==> config.mk <==
export PLATFORM = sky130hd
export DESIGN_NAME = tick_countdown_flat
export DESIGN_NICKNAME = d
export VERILOG_FILES = /design/src/rtl/timer_pkg.sv /design/src/rtl/tick_countdown_if.sv /design/src/rtl/bcd_digit_down.sv /design/src/rtl/tick_countdown.sv /design/src/flat_wrapper.sv
export SDC_FILE = /design/constraint.sdc
export NUM_CORES = 1
export LEC_CHECK = 0
export BUFFER_PORTS_ARGS = -buffer_cell sky130_fd_sc_hd__buf_4
export CAP_MARGIN = 5
export CORE_MARGIN = 5
export CORE_UTILIZATION = 53
export DETAILED_ROUTE_END_ITERATION = 12
export PLACE_DENSITY = 0.83
export SETUP_SLACK_MARGIN = 0.05
export SYNTH_ARGS = -nofsm -noshare
export SYNTH_HDL_FRONTEND = slang
export SYNTH_SLANG_ARGS = --single-unit
==> constraint.sdc <==
create_clock -name clk -period 2.9 [get_ports clk]
set_clock_uncertainty 0.05 [all_clocks]
set_input_delay 0.58 -clock clk [delete_from_list [all_inputs] [get_ports clk]]
set_output_delay 0.58 -clock clk [all_outputs]
set_load 0.1 [all_outputs]
==> src/rtl/timer_pkg.sv <==
// Shared types and constants for the MM:SS countdown timer.
package timer_pkg;

  typedef enum logic [1:0] {IDLE, RUN, PAUSE, DONE} cd_state_t;
  typedef logic [3:0] bcd_t;

  localparam bcd_t BCD_MAX_ONES     = 4'd9;
  localparam bcd_t BCD_MAX_SEC_TENS = 4'd5;

  // {m_tens,m_ones,s_tens,s_ones}: every digit decimal, seconds tens at most 5
  function automatic logic bcd_load_valid(input logic [15:0] v);
    return (v[15:12] <= BCD_MAX_ONES) && (v[11:8] <= BCD_MAX_ONES) &&
           (v[7:4] <= BCD_MAX_SEC_TENS) && (v[3:0] <= BCD_MAX_ONES);
  endfunction

endpackage

==> src/rtl/tick_countdown_if.sv <==
// Control/status bundle between the countdown timer and its controller.
interface tick_countdown_if;

  logic        tick_in;
  logic        load;
  logic [15:0] load_bcd;
  logic        start;
  logic        pause;
  logic        clear;
  logic [15:0] bcd_out;
  logic        running;
  logic        expired;
  logic        alarm;
  logic        load_err;

  modport master (
    output tick_in, load, load_bcd, start, pause, clear,
    input  bcd_out, running, expired, alarm, load_err
  );

  modport slave (
    input  tick_in, load, load_bcd, start, pause, clear,
    output bcd_out, running, expired, alarm, load_err
  );

endinterface

==> src/rtl/bcd_digit_down.sv <==
// One BCD down-counting digit; wraps 0 -> MAX and flags a borrow to the next digit.
module bcd_digit_down
  import timer_pkg::*;
#(
  parameter bcd_t MAX = BCD_MAX_ONES
) (
  input  logic clk,
  input  logic rst,
  input  logic en,
  input  logic ld,
  input  bcd_t ld_val,
  output bcd_t digit,
  output logic borrow_out
);

  bcd_t r_digit;

  always_ff @(posedge clk) begin
    if (rst) begin
      r_digit <= '0;
    end else if (ld) begin
      r_digit <= ld_val;
    end else if (en) begin
      r_digit <= (r_digit == '0) ? MAX : r_digit - 4'd1;
    end
  end

  assign digit      = r_digit;
  assign borrow_out = (r_digit == '0) & en;

endmodule

==> src/rtl/tick_countdown.sv <==
// MM:SS countdown driven by a 1 Hz tick: FSM, tick edge detect, load validation, alarm timer.
module tick_countdown
  import timer_pkg::*;
#(
  parameter int EDGE_DETECT = 1,
  parameter int ALARM_TICKS = 0
) (
  input  logic             clk,
  input  logic             rst,
  tick_countdown_if.slave  bus
);

  localparam logic [31:0] ALARM_N = 32'(ALARM_TICKS);

  cd_state_t   r_state;
  cd_state_t   w_next;
  logic        r_tick_q;
  logic        r_running;
  logic        r_expired;
  logic        r_alarm;
  logic        r_load_err;
  logic [31:0] r_alarm_cnt;

  logic        w_tick_ev;
  logic        w_load_ok;
  logic        w_ld;
  logic [15:0] w_ld_val;
  logic        w_dec;
  logic        w_expire;
  logic [15:0] w_value;
  logic [3:0]  w_borrow;

  assign w_tick_ev = (EDGE_DETECT != 0) ? (bus.tick_in & ~r_tick_q) : bus.tick_in;
  assign w_load_ok = bus.load & bcd_load_valid(bus.load_bcd);

  assign w_ld     = bus.clear | w_load_ok;
  assign w_ld_val = bus.clear ? '0 : bus.load_bcd;

  // Any control input in the same cycle pre-empts the tick
  assign w_dec    = (r_state == RUN) & ~bus.clear & ~bus.load & ~bus.pause & w_tick_ev;
  assign w_expire = w_dec & (w_value == 16'h0001);

  bcd_digit_down #(.MAX(BCD_MAX_ONES)) u_s_ones (
    .clk(clk), .rst(rst), .en(w_dec), .ld(w_ld), .ld_val(w_ld_val[3:0]),
    .digit(w_value[3:0]), .borrow_out(w_borrow[0])
  );

  bcd_digit_down #(.MAX(BCD_MAX_SEC_TENS)) u_s_tens (
    .clk(clk), .rst(rst), .en(w_borrow[0]), .ld(w_ld), .ld_val(w_ld_val[7:4]),
    .digit(w_value[7:4]), .borrow_out(w_borrow[1])
  );

  bcd_digit_down #(.MAX(BCD_MAX_ONES)) u_m_ones (
    .clk(clk), .rst(rst), .en(w_borrow[1]), .ld(w_ld), .ld_val(w_ld_val[11:8]),
    .digit(w_value[11:8]), .borrow_out(w_borrow[2])
  );

  bcd_digit_down #(.MAX(BCD_MAX_ONES)) u_m_tens (
    .clk(clk), .rst(rst), .en(w_borrow[2]), .ld(w_ld), .ld_val(w_ld_val[15:12]),
    .digit(w_value[15:12]), .borrow_out(w_borrow[3])
  );

  always_comb begin
    w_next = r_state;
    if (bus.clear) begin
      w_next = IDLE;
    end else if (bus.load) begin
      if (w_load_ok) w_next = IDLE;
    end else begin
      unique case (r_state)
        IDLE:    if (bus.start && (w_value != '0)) w_next = RUN;
        RUN: begin
          if (bus.pause && !bus.start) w_next = PAUSE;
          else if (w_expire)           w_next = DONE;
        end
        PAUSE:   if (bus.start && !bus.pause) w_next = RUN;
        DONE:    w_next = DONE;
        default: w_next = IDLE;
      endcase
    end
  end

  always_ff @(posedge clk) begin
    if (rst) begin
      r_state     <= IDLE;
      r_tick_q    <= 1'b0;
      r_running   <= 1'b0;
      r_expired   <= 1'b0;
      r_alarm     <= 1'b0;
      r_load_err  <= 1'b0;
      r_alarm_cnt <= '0;
    end else begin
      r_state    <= w_next;
      r_tick_q   <= bus.tick_in;
      r_running  <= (w_next == RUN);
      r_expired  <= w_expire;
      r_load_err <= bus.load & ~bus.clear & ~w_load_ok;
      if (w_ld) begin
        r_alarm     <= 1'b0;
        r_alarm_cnt <= '0;
      end else if (w_expire) begin
        r_alarm     <= 1'b1;
        r_alarm_cnt <= '0;
      end else if ((r_state == DONE) && w_tick_ev && (ALARM_N != '0) && r_alarm) begin
        // Alarm drops on the Nth tick seen in DONE; counter freezes afterwards
        if (r_alarm_cnt + 32'd1 >= ALARM_N) r_alarm <= 1'b0;
        else                                r_alarm_cnt <= r_alarm_cnt + 32'd1;
      end
    end
  end

  assign bus.bcd_out  = w_value;
  assign bus.running  = r_running;
  assign bus.expired  = r_expired;
  assign bus.alarm    = r_alarm;
  assign bus.load_err = r_load_err;

endmodule

==> src/flat_wrapper.sv <==
// flat-port wrapper written by rule: the top's interface ports become plain ports
module tick_countdown_flat import timer_pkg::*;
#(
  parameter int EDGE_DETECT = 1,
  parameter int ALARM_TICKS = 0
)
  (clk, rst, bus_tick_in, bus_load, bus_load_bcd, bus_start, bus_pause, bus_clear, bus_bcd_out, bus_running, bus_expired, bus_alarm, bus_load_err);
  tick_countdown_if bus_i ();
  input  logic clk;
  input  logic rst;
  input wire logic [$bits(bus_i.tick_in)-1:0] bus_tick_in;
  input wire logic [$bits(bus_i.load)-1:0] bus_load;
  input wire logic [$bits(bus_i.load_bcd)-1:0] bus_load_bcd;
  input wire logic [$bits(bus_i.start)-1:0] bus_start;
  input wire logic [$bits(bus_i.pause)-1:0] bus_pause;
  input wire logic [$bits(bus_i.clear)-1:0] bus_clear;
  output wire logic [$bits(bus_i.bcd_out)-1:0] bus_bcd_out;
  output wire logic [$bits(bus_i.running)-1:0] bus_running;
  output wire logic [$bits(bus_i.expired)-1:0] bus_expired;
  output wire logic [$bits(bus_i.alarm)-1:0] bus_alarm;
  output wire logic [$bits(bus_i.load_err)-1:0] bus_load_err;
  assign bus_i.tick_in = bus_tick_in;
  assign bus_i.load = bus_load;
  assign bus_i.load_bcd = bus_load_bcd;
  assign bus_i.start = bus_start;
  assign bus_i.pause = bus_pause;
  assign bus_i.clear = bus_clear;
  assign bus_bcd_out = bus_i.bcd_out;
  assign bus_running = bus_i.running;
  assign bus_expired = bus_i.expired;
  assign bus_alarm = bus_i.alarm;
  assign bus_load_err = bus_i.load_err;
  tick_countdown #(.EDGE_DETECT(EDGE_DETECT), .ALARM_TICKS(ALARM_TICKS)) u_core (.clk(clk), .rst(rst), .bus(bus_i));
endmodule
## Yosys cells after proc, flatten, opt, wreduce, memory -nomap -nowiden

Cells that the tools add are included.

- Output and inout port bits: 20
- Bits of input ports: 23
- Word-level logic and storage cells: 81
- Register bits after elaboration: 23

- Eq/ne operators: 5
- Bitwise gates (word level): 18
- Multiplexer cells: 21
- Reduce and logical (&&, ||, !) cells: 19
- Order comparisons: 4
- $add $sub $neg: 4

Operators by type and width:

| kind | number |
|---|---|
| $mux 4 | 12 |
| $eq 16x1->1 const B | 1 |
| $logic_not 4->1 | 4 |
| $mux 16 | 1 |
| $reduce_bool 16->1 | 1 |
| $sub 4x1->4 const B | 4 |
| $mux 2 | 7 |
| $and 1x1->1 | 12 |
| $le 4x4->1 const B | 3 |
| $pmux 2 s4 | 1 |
| $reduce_bool 2->1 | 4 |
| $logic_and 1x1->1 | 6 |
| $not 1->1 | 5 |
| $eq 2x1->1 const B | 2 |
| $eq 2x2->1 const B | 2 |
| $le 4x3->1 const B | 1 |
| $logic_not 1->1 | 2 |
| $logic_not 2->1 | 1 |
| $reduce_or 2->1 | 1 |
| $or 1x1->1 | 1 |

## Longest topological paths before layout

Gate-level depths: netlist of run 1.

- Depth in word-level cells: 12
- Depth in mapped cells: 6
- Depth with buffers taken out: 5

## Hierarchy

Synthesis of run 1 repeated with hierarchy kept, for this count alone.

- Cells, all modules: 158
- Area, all modules: 1375.1 µm²

Modules (own cells, without submodules):

| module | instances | cells each | area each (µm²) | seq. area each (µm²) |
|---|---|---|---|---|
| bcd_digit_down at u_core.u_m_ones ... | 3 | 24 | 221.5 | 80.1 |
| tick_countdown | 1 | 63 | 506.7 | 140.1 |
| bcd_digit_down at u_core.u_s_tens | 1 | 23 | 203.9 | 80.1 |

## Least setup slack after synthesis of run 1

Ideal clock, no wire load.

- Kind: register -> register
- From: register u_core.u_m_ones.r_digit[0] (netlist: u_core.u_m_ones.digit[0])
- To: register u_core.r_running (netlist: u_core.bus.running)
- Data required time: 2719 ps
- Clock period less this slack: 2414 ps
- Buffers on the path: 0
- Library setup time: 131 ps
- Slack: 486 ps
- Data arrival time: 2232 ps
- Stages on the path, launching flop included: 6
- Path through: dfxtp_1 or4_4 nor4b_4 nand4b_2 a2111oi_2 nor4_1

- Longest elaborated chain between the ends: 8
- Elaborated cells between the ends (all ways): 11
- Classes of those cells: 2 x eq/ne; 6 x mux; 1 x bitwise; 2 x reduce/logical

Ends and longest elaborated chain:

| element | line | text |
|---|---|---|
| start: declaration | bcd_digit_down.sv:16 | `bcd_t r_digit;` |
| start signal: assignment | bcd_digit_down.sv:22 | `r_digit <= ld_val;` |
| start signal: assignment | bcd_digit_down.sv:24 | `r_digit <= (r_digit == '0) ? MAX : r_digit - 4'd1;` |
| $eq 16x1->1 | tick_countdown.sv:41 | `assign w_expire = w_dec & (w_value == 16'h0001);` |
| $and 1x1->1 | tick_countdown.sv:41 |  |
| $mux 2 | tick_countdown.sv:74 | `else if (w_expire) w_next = DONE;` |
| $mux 2 | tick_countdown.sv:73 | `if (bus.pause && !bus.start) w_next = PAUSE;` |
| $pmux 2 s4 (*) | tick_countdown.sv:70 | `unique case (r_state)` |
| $mux 2 (*) | tick_countdown.sv:67 | `end else if (bus.load) begin` |
| $mux 2 (*) | tick_countdown.sv:65 | `if (bus.clear) begin` |
| $eq 2x1->1 (*) | tick_countdown.sv:95 | `r_running <= (w_next == RUN);` |
| end signal: assignment | tick_countdown.sv:95 |  |
| end: declaration | tick_countdown.sv:18 | `logic r_running;` |

Mark *: on every way between the ends. The rest lies on a longest branch, timed or not.
A chain may end at the register's enable or synchronous reset.

## Worst setup path after layout of run 1

- From: input port bus_pause
- To: register u_core.u_m_tens.r_digit[2] (netlist: u_core.u_m_tens.digit[2])

- Longest elaborated chain between the ends: 7

Ends and longest elaborated chain:

| element | line | text |
|---|---|---|
| start: declaration | flat_wrapper.sv:15 | `input wire logic [$bits(bus_i.pause)-1:0] bus_pause;` |
| $not 1->1 | tick_countdown.sv:40 | `assign w_dec = (r_state == RUN) & ~bus.clear & ~bus.load & ~bus.pause & w_tick_ev;` |
| $and 1x1->1 (2 in a row) | tick_countdown.sv:40 |  |
| $and 1x1->1 (3 in a row) | bcd_digit_down.sv:29 | `assign borrow_out = (r_digit == '0) & en;` |
| $reduce_bool 2->1 (no source line) | n/a |  |
| end signal: assignment | bcd_digit_down.sv:22 |  |
| end signal: assignment | bcd_digit_down.sv:24 |  |
| end: declaration | bcd_digit_down.sv:16 |  |

No other way between the ends.

==> results of run 1 <==
final timing paths:
kind | cells past startpoint | slack [ns] | start | to
worst max-delay path | 6 | 0.78 | bus_pause | u_core.u_m_tens.digit[2]
worst min-delay path | 2 | 0.37 | rst | u_core.u_m_tens.digit[0]
worst max register to register | 5 | 0.79 | u_core.u_m_ones.digit[0] | u_core.bus.running
worst min register to register | 2 | 0.41 | u_core.bus.alarm | u_core.bus.alarm
layer usage:
metal | share of wire (%) | wire length [um]
met4 | 1.1 | 38
met1 | 40 | 1360
met2 | 51 | 1750
met3 | 7.7 | 262
met5 | 0 | 0
power by group:
group          switching, W  leakage (nW)  internal [W]
Combinational     0.0000709         0.458     0.0000450
Sequential       0.00000678         0.186      0.000321
Clock              0.000105        0.0177     0.0000517
logic make-up (layout without fill, tap and decap cells):
family          count (synthesis)  count (layout)  synth area share, %
flops                          23              23                 36.8
buf+inv                         5              50                 1.50
simple gates                   72              72                 35.8
compound gates                 41              41                 19.2
xor+xnor                        5               5                 3.50
mux                             4               4                 3.20
cell usage after synthesis, types with 2 or more instances:
library cell  instances
a21oi_1              12
a31oi_1               4
clkbuf_1              3
dfxtp_1              23
inv_1                 2
mux2i_1               4
nand2_1               7
nand2b_1              4
nand3_1               6
nand4_1               3
nor2_1               22
nor2b_1               4
nor3_1                6
nor4_1                2
o21ai_0              12
o21ai_1               6
or4_1                 2
or4b_1                2
xnor2_1               2
xor2_1                3
through the flow:
step / total power (W) / instances / utilization, % / area, um2 / hold WS [ns]
floorplan: 0.000403 / 150 / - / 1250 / 0.504
global placement: 0.000446 / 219 / 71.9 / 1610 / 0.400
detailed placement: 0.000449 / 219 / 71.9 / 1610 / 0.391
CTS: 0.000597 / 223 / 73.1 / 1630 / 0.378
global route: 0.000627 / 223 / 73.1 / 1630 / 0.352
finish: 0.000600 / 223 / 73.1 / 1630 / 0.370
layout by cell type (no fill, tap or decap), types with 2 or more instances in the layout:
cell type  synthesis  layout
buf_4              0      44
dfxtp_1           23      23
nor2_1            22      22
o21ai_0           12      12
a21oi_1           12      12
nand2_1            7       7
o21ai_1            6       6
nor3_1             6       6
nand3_1            6       6
nor2b_1            4       4
nand2b_1           4       4
a31oi_1            4       4
mux2i_1            4       4
nand4_1            3       3
xor2_1             3       3
clkbuf_4           0       3
or4_1              2       2
inv_1              2       2
xnor2_1            2       2
nor4_1             2       2
or4b_1             2       2
state kept, by name (all words and copies together) (netlist names):
signal,flops
u_core.bus.running,1
u_core.bus.load_err,1
u_core.bus.alarm,1
u_core.u_m_tens.digit,4
u_core.u_s_ones.digit,4
u_core.r_state,2
u_core.u_s_tens.digit,4
u_core.r_tick_q,1
u_core.u_m_ones.digit,4
u_core.bus.expired,1
cell type report:
type	count	area, um2	share of cell area [%]
Timing Repair Buffer	44	330	20.2
Multi-Input combinational cell	122	772	47.3
Clock buffer	3	22.5	1.38
Sequential cell	23	460	28.2
Clock inverter	1	5.00	0.307
Inverter	2	7.51	0.460
Tap cell	28	35.0	2.15
worst max-delay path, delay by kind of cell:
kind                   cells  cell delay, ns
AOI/OAI and AO/OA          1            0.10
buffers and inverters      1            0.13
and+or+nand+nor            4            1.50
==> reports/qor.txt, run 1 <==
share of cells above drive strength 1 -> 29.2%
area leader, netlist -> dfxtp_1
crit path cell chain -> buf_4 > nor4b_2 > nand4_1 > or4_1 > nand3_1 > a31oi_1
CP max FO -> 6
remaining antenna violation count -> 0
Hold/Removal Path Class -> primary input to flip-flop
CP startpoint kind -> primary input
DR pass1 iterations -> 7
initial core utilization -> 56.0%
PostCTS Resize Cnt -> 0
worst-case clock buffer depth -> 2
Async S/R FF share, synth -> 0%
Antenna Cells -> 0
first-pass GRT wire length -> 5600 um
Synth area leaders -> dfxtp_1 37%, nor2_1 6.6%, a21oi_1 4.8%, o21ai_0 4.8%, mux2i_1 3.2%
width of the die -> 58.6 um
status -> completed
number of global-route vias before repair -> 1246
grt peak-use layer -> met2
initial drt markers -> 58
H-tree Lvls -> 1
power per cell area -> 368 nW/um2
synthesized area -> 1250 um2
Yosys top cell area share -> 36.8%
worst setup slack after layout -> 0.780 ns
routed len/inst -> 15.3 um
max incr delay on CP -> 0.55 ns
CTS Hold Bufs -> 0
NumNets Final -> 219
grt total ovfl -> 0
fin crit share -> 73.1%
largest net degree at the start of global routing -> 24
initial antenna violation count -> 0
CP Data Arrival Time -> 2.30 ns
setup TNS -> 0 ns
setup bufs post-CTS -> 0
post-synthesis sequential area ratio -> 36.8%
CTS Buf Count -> 3
Synth cell types -> 41
ys flop type -> dfxtp_1
VDD IR max -> 232 uV
Vias -> 1334
PortBufs -> 42
drt drc -> 0
Gate Count Post-Synth -> 150
Mapped Avg Cell Area -> 8.34 um2
M3 GR Usage -> 4.39%
grt met2 use -> 37.8%
Final Max Tran Viols -> 0
CP Class -> primary input to flip-flop
I/O pin count -> 43
worst slack, placed -> 0.432 ns
met1 Usage GRT -> 25.6%
Core Rows -> 17
overall die height -> 58.6 um
Tmin final -> 2.12 ns
Net Count, Synth -> 173
slew at the pin closest to its max-slew limit -> 0.740 ns
Leak -> 0.662 nW
Worst slew margin -> 50.6%
endpoint class of the critical path -> flip-flop
Worst-path clk slew -> 0.14 ns
routability cong. -> 0.946
clk sinks -> 23
Final HPWL DP -> 2650 um
CTS tree -> yes
GRT Total Usage -> 21.2%
root buf cell -> clkbuf_4
Core Area -> 2230 um2
synthesis warning total -> 0
fillers -> 177
Area growth syn-to-layout -> 30.5%
number of synthesized flops with an enable pin -> 0
vias per std cell -> 5.98
FMAX -> 472 MHz
RSZ-0062 raised after global routing -> false
clock latency on the worst-skew pair -> 0.33 ns
Slowest-stage cell, CP -> or4_1
final wirelength -> 3410 um
Hold Vio Cnt, Final -> 0
die area -> 3430 um2
max_cap viols -> 0
Setup Viol. Count Final -> 0
critical path required time -> 3.08 ns
number of synthesized register bits -> 23
(Power assumes the default switching activity.)
==> inputs of run 2 (changes only) <==
Settings changed: CORE_UTILIZATION 53 to 49, PLACE_DENSITY 0.83 to 0.77.
Clock period 2.9 ns to 2.1 ns, I/O delays scaled along.
==> reports/qor.txt, run 2 (same netlist as run 1, synthesis figures left out) <==
grt total ovfl -> 0
RSZ-0062 raised after global routing -> true
overall die height -> 60.5 um
setup bufs post-CTS -> 0
first-pass GRT wire length -> 5900 um
Core Area -> 2450 um2
PostCTS Resize Cnt -> 0
Leak -> 0.703 nW
R2R setup slack -> 0.14 ns
Tmin final -> 1.96 ns
cell family with most CP delay -> simple AND/OR/NAND/NOR gates
CP max FO -> 6
most frequent cells in the layout -> 50 x buf_4, 22 x nor2_1, 12 x o21ai_0, 12 x a21oi_1, 12 x dfxtp_2
CTS tree -> yes
Final HPWL DP -> 2840 um
routed len/inst -> 15.8 um
endpoint class of the critical path -> flip-flop
fin crit share -> 93.5%
Final Max Tran Viols -> 0
start of the worst register-to-register path -> u_core.u_m_tens.digit[3]
stages on the worst setup path -> 5
NumNets Final -> 225
CTS Hold Bufs -> 0
CP Class -> flip-flop to flip-flop
GRT Total Usage -> 21.1%
Hold Vio Cnt, Final -> 0
root buf cell -> clkbuf_4
slew at the pin closest to its max-slew limit -> 0.401 ns
initial drt markers -> 60
post-route insts no fill -> 231
I/O pin count -> 43
Vias -> 1341
FMAX -> 509 MHz
PortBufs -> 42
largest net degree at the start of global routing -> 14
critical path required time -> 2.28 ns
Worst-path clk slew -> 0.13 ns
Setup Viol. Count Final -> 0
vias per std cell -> 5.81
die area -> 3660 um2
max_cap viols -> 0
initial core utilization -> 51.0%
Core Rows -> 18
setup TNS -> 0 ns
VDD IR max -> 396 uV
Hold/Removal Path Class -> primary input to flip-flop
number of global-route vias before repair -> 1340
DR pass1 iterations -> 4
hold path cells -> 2
R2R Path End -> u_core.r_state[1]
clock latency on the worst-skew pair -> 0.31 ns
placed cells -> 227
status -> completed
width of the die -> 60.5 um
max incr delay on CP -> 0.56 ns
placed cell areas -> 1680 um2
CTS Buf Count -> 3
share of cells above drive strength 1 -> 39.8%
WP buf/inv -> 1
power per cell area -> 472 nW/um2
Worst slew margin -> 73.0%
WHS Endpoint -> u_core.bus.expired
clk sinks -> 23
CP Data Arrival Time -> 2.15 ns
drt drc -> 0
crit path cell chain -> or4_4 > nor4b_4 > nand4b_4 > buf_4 > a311oi_2
final wirelength -> 3650 um
Final Power -> 0.000822 W
initial antenna violation count -> 0
most common cell after layout, fill and taps aside -> buf_4
cells on worst reg2reg path -> 5
Final Instance Area -> 1740 um2
Antenna Cells -> 0
H-tree Lvls -> 1
Area growth syn-to-layout -> 39.1%
routability cong. -> 0.898
worst-case clock buffer depth -> 2
remaining antenna violation count -> 0
Slowest-stage cell, CP -> or4_4
hold path start -> rst
CP startpoint kind -> flip-flop
## run 2: routing by layer
layer | wire, um | GRT usage, % | up-vias
li1 | - | - | 663
met1 | 1520 | 26.5 | 628
met3 | 267 | 4.26 | 4
met4 | 32 | 8.05 | 0
met2 | 1820 | 35.6 | 46
met5 | 0 | 0 | -
## run 2: per-stage QoR
step / hold slack, ns / worst slack (ns) / util (%)
6_report: 0.244 / 0.136 / 70.9
3_3_place_gp: 0.389 / 0.153 / 68.6
5_1_grt: 0.224 / 0.0527 / 70.9
4_1_cts: 0.222 / 0.0939 / 69.6
3_5_place_dp: 0.394 / 0.0825 / 68.6
2_1_floorplan: 0.430 / 0.00305 / -
## run 2: worst max path at each step
stage / to / startpoint
after floorplan: u_core.bus.running / u_core.u_m_ones.digit[2]
after global placement: u_core.u_m_tens.digit[2] / bus_pause
after detailed placement: u_core.u_m_ones.digit[2] / bus_pause
after CTS: u_core.bus.running / u_core.u_m_tens.digit[3]
after global routing: u_core.bus.running / u_core.u_m_tens.digit[3]
final: u_core.r_state[1] / u_core.u_m_tens.digit[3]
## run 2: final cells by class
cell class / count / area (um2)
clock buffers: 4 / 26.3
well taps: 30 / 37.5
flip-flops and latches: 23 / 490
fillers: 195 / 714
repair buffers: 50 / 375
inverters: 2 / 7.51
multi-input cells: 122 / 803
## run 2: power breakdown
part	total [W]	leakage (nW)	internal (W)	switching, W
Sequential	0.000449	0.195	0.000439	0.00000956
Clock	0.000208	0.0150	0.0000741	0.000134
Combinational	0.000165	0.493	0.0000658	0.0000990
Total	0.000822	0.703	0.000579	0.000242
==> inputs of run 3 (changes only) <==
Settings changed: ABC_AREA set to 1, CORE_UTILIZATION 49 to 52, PLACE_DENSITY 0.77 to 0.79, SETUP_SLACK_MARGIN 0.05 to unset.
Clock period 2.1 ns to 2 ns, I/O delays scaled along.
==> reports/qor.txt, run 3 <==
status -> completed
number of global-route vias before repair -> 1523
Leak -> 1.05 nW
initial antenna violation count -> 0
clock latency on the worst-skew pair -> 0.32 ns
Slowest-stage cell, CP -> dfxtp_1
R2R Path End -> u_core.u_m_ones.digit[2]
routed len/inst -> 11.4 um
VDD IR max -> 482 uV
die area -> 4100 um2
Async S/R FF share, synth -> 0%
hold path start -> bus_tick_in
Synth cell types -> 21
Area growth syn-to-layout -> 25.6%
CTS Buf Count -> 3
WP buf/inv -> 1
Tmin final -> 1.56 ns
grt total ovfl -> 0
drt drc -> 0
Hold/Removal Path Class -> primary input to flip-flop
vias per std cell -> 5.00
Setup Viol. Count Final -> 0
setup TNS -> 0 ns
share of cells above drive strength 1 -> 21.5%
Hold Vio Cnt, Final -> 0
clk sinks -> 23
Mapped Avg Cell Area -> 5.84 um2
cell family with most CP delay -> flip-flops
Antenna Cells -> 0
most common cell after layout, fill and taps aside -> nand2_1
remaining antenna violation count -> 0
critical path required time -> 1.55 ns
I/O pin count -> 43
initial core utilization -> 54.6%
GRT Total Usage -> 19.2%
Core Area -> 2780 um2
width of the die -> 64.0 um
start of the worst register-to-register path -> u_core.u_s_ones.digit[0]
Final Max Tran Viols -> 0
WHS Endpoint -> u_core.r_tick_q
Gate Count Post-Synth -> 260
Worst slew margin -> 75.2%
ys flop type -> dfxtp_1
max_cap viols -> 0
Post-synth top cells -> 85 x nand2_1, 44 x nor2_1, 32 x inv_1, 32 x nand3_1, 23 x dfxtp_1
R2R setup slack -> 0.46 ns
PortBufs -> 42
overall die height -> 64.0 um
Synth area leaders -> dfxtp_1 30%, nand2_1 21%, nor2_1 11%, nand3_1 11%, inv_1 7.9%
initial drt markers -> 169
most frequent cells in the layout -> 85 x nand2_1, 47 x buf_4, 44 x nor2_1, 32 x inv_1, 32 x nand3_1
Worst-path clk slew -> 0.14 ns
post-synthesis sequential area ratio -> 30.3%
Final HPWL DP -> 3020 um
CTS Hold Bufs -> 0
hold slack -> 0.241 ns
Yosys top cell area share -> 30.3%
endpoint class of the critical path -> output port
slew at the pin closest to its max-slew limit -> 0.371 ns
Core Rows -> 19
PostCTS Resize Cnt -> 0
area leader, netlist -> dfxtp_1
Net Count, Synth -> 283
CP startpoint kind -> flip-flop
hold path cells -> 3
synthesized area -> 1520 um2
final wirelength -> 3840 um
first-pass GRT wire length -> 6510 um
H-tree Lvls -> 1
root buf cell -> clkbuf_4
CP max FO -> 6
DR pass1 iterations -> 4
cells on worst reg2reg path -> 7
fillers -> 290
FMAX -> 642 MHz
number of synthesized flops with an enable pin -> 0
setup bufs post-CTS -> 0
RSZ-0062 raised after global routing -> false
max incr delay on CP -> 0.46 ns
routability cong. -> 0.874
NumNets Final -> 331
Vias -> 1691
power per cell area -> 598 nW/um2
dominant cell by count in the synthesized netlist -> nand2_1
largest net degree at the start of global routing -> 20
crit path cell chain -> buf_4
CTS tree -> yes
worst-case clock buffer depth -> 2
CP Data Arrival Time -> 1.11 ns
fin crit share -> 77.9%
CP Class -> flip-flop to output port
synthesis warning total -> 0
number of synthesized register bits -> 23
run 3: changes by cell type in the layout (fill, tap and decap cells not counted), sizes merged, moves of 4 or more:
cell / previous run / this run
nand2b: 4 / 0
nor3: 6 / 1
nand2: 7 / 88
nand3: 6 / 32
nor4: 4 / 0
inv: 2 / 34
nor2: 22 / 52
nor2b: 4 / 0
a21oi: 12 / 8
a31oi: 4 / 0
mux2i: 4 / 0
run 3: how the worst max path moves through the flow:
| stage | cells past startpoint | slack (ns) | start | end |
|---|---|---|---|---|
| 5_1_grt | 7 | 0.26 | u_core.u_s_ones.digit[0] | u_core.u_m_ones.digit[2] |
| 4_1_cts | 1 | 0.43 | u_core.u_s_ones.digit[3] | bus_bcd_out[3] |
| 2_1_floorplan | 9 | 0.05 | u_core.u_s_tens.digit[0] | u_core.u_m_tens.digit[0] |
| 3_5_place_dp | 9 | 0.23 | bus_load_bcd[13] | u_core.u_m_ones.digit[0] |
| 3_3_place_gp | 11 | 0.29 | bus_load_bcd[13] | u_core.u_m_tens.digit[2] |
| 6_report | 1 | 0.44 | u_core.u_s_ones.digit[3] | bus_bcd_out[3] |
run 3: where the power goes:
group	internal, W	total [W]	switching, W
sequential	0.000480	0.000502	0.0000223
clock	0.0000750	0.000234	0.000159
combinational	0.000120	0.000405	0.000285
total	0.000675	0.00114	0.000467
run 3: cell families after synthesis:
group | count (synthesis) | synth area share, %
buffers and inverters | 38 | 10.4
flip-flops | 23 | 30.3
AO/OA/AOI/OAI | 23 | 8.07
AND/OR/NAND/NOR | 176 | 51.2
run 3: metrics by stage:
stage,cells,util (%),area [um2],setup WS [ns],total power (W)
3_5_place_dp,334,67.6,1880,0.228,0.000915
2_1_floorplan,260,-,1520,0.0509,0.000805
5_1_grt,338,68.6,1910,0.259,0.00120
3_3_place_gp,334,67.6,1880,0.295,0.000913
4_1_cts,338,68.6,1910,0.432,0.00115
6_report,338,68.6,1910,0.442,0.00114
run 3: cell type report:
type / instances / area [um2] / area share [%]
multi-input combinational: 199 / 901 / 47.2
sequential: 23 / 460 / 24.1
timing repair buffer: 47 / 353 / 18.5
inverter: 34 / 128 / 6.69
tap: 31 / 38.8 / 2.03
clock buffer: 3 / 22.5 / 1.18
clock inverter: 1 / 5.00 / 0.262
run 3: per-layer routing:
layer  GRT usage, %  wire length, um  vias up
met1           26.6             1760      720
met4           5.45               35        0
met2           30.5             1740       66
met5              0                0        -
met3           3.33              312        4
li1               -                -      901
run 3: worst register-to-register path, delay by kind of cell (launching register included):
family	cells	cell delay (ns)
flip-flops	1	0.39
AO/OA/AOI/OAI	2	0.33
AND/OR/NAND/NOR	5	0.72
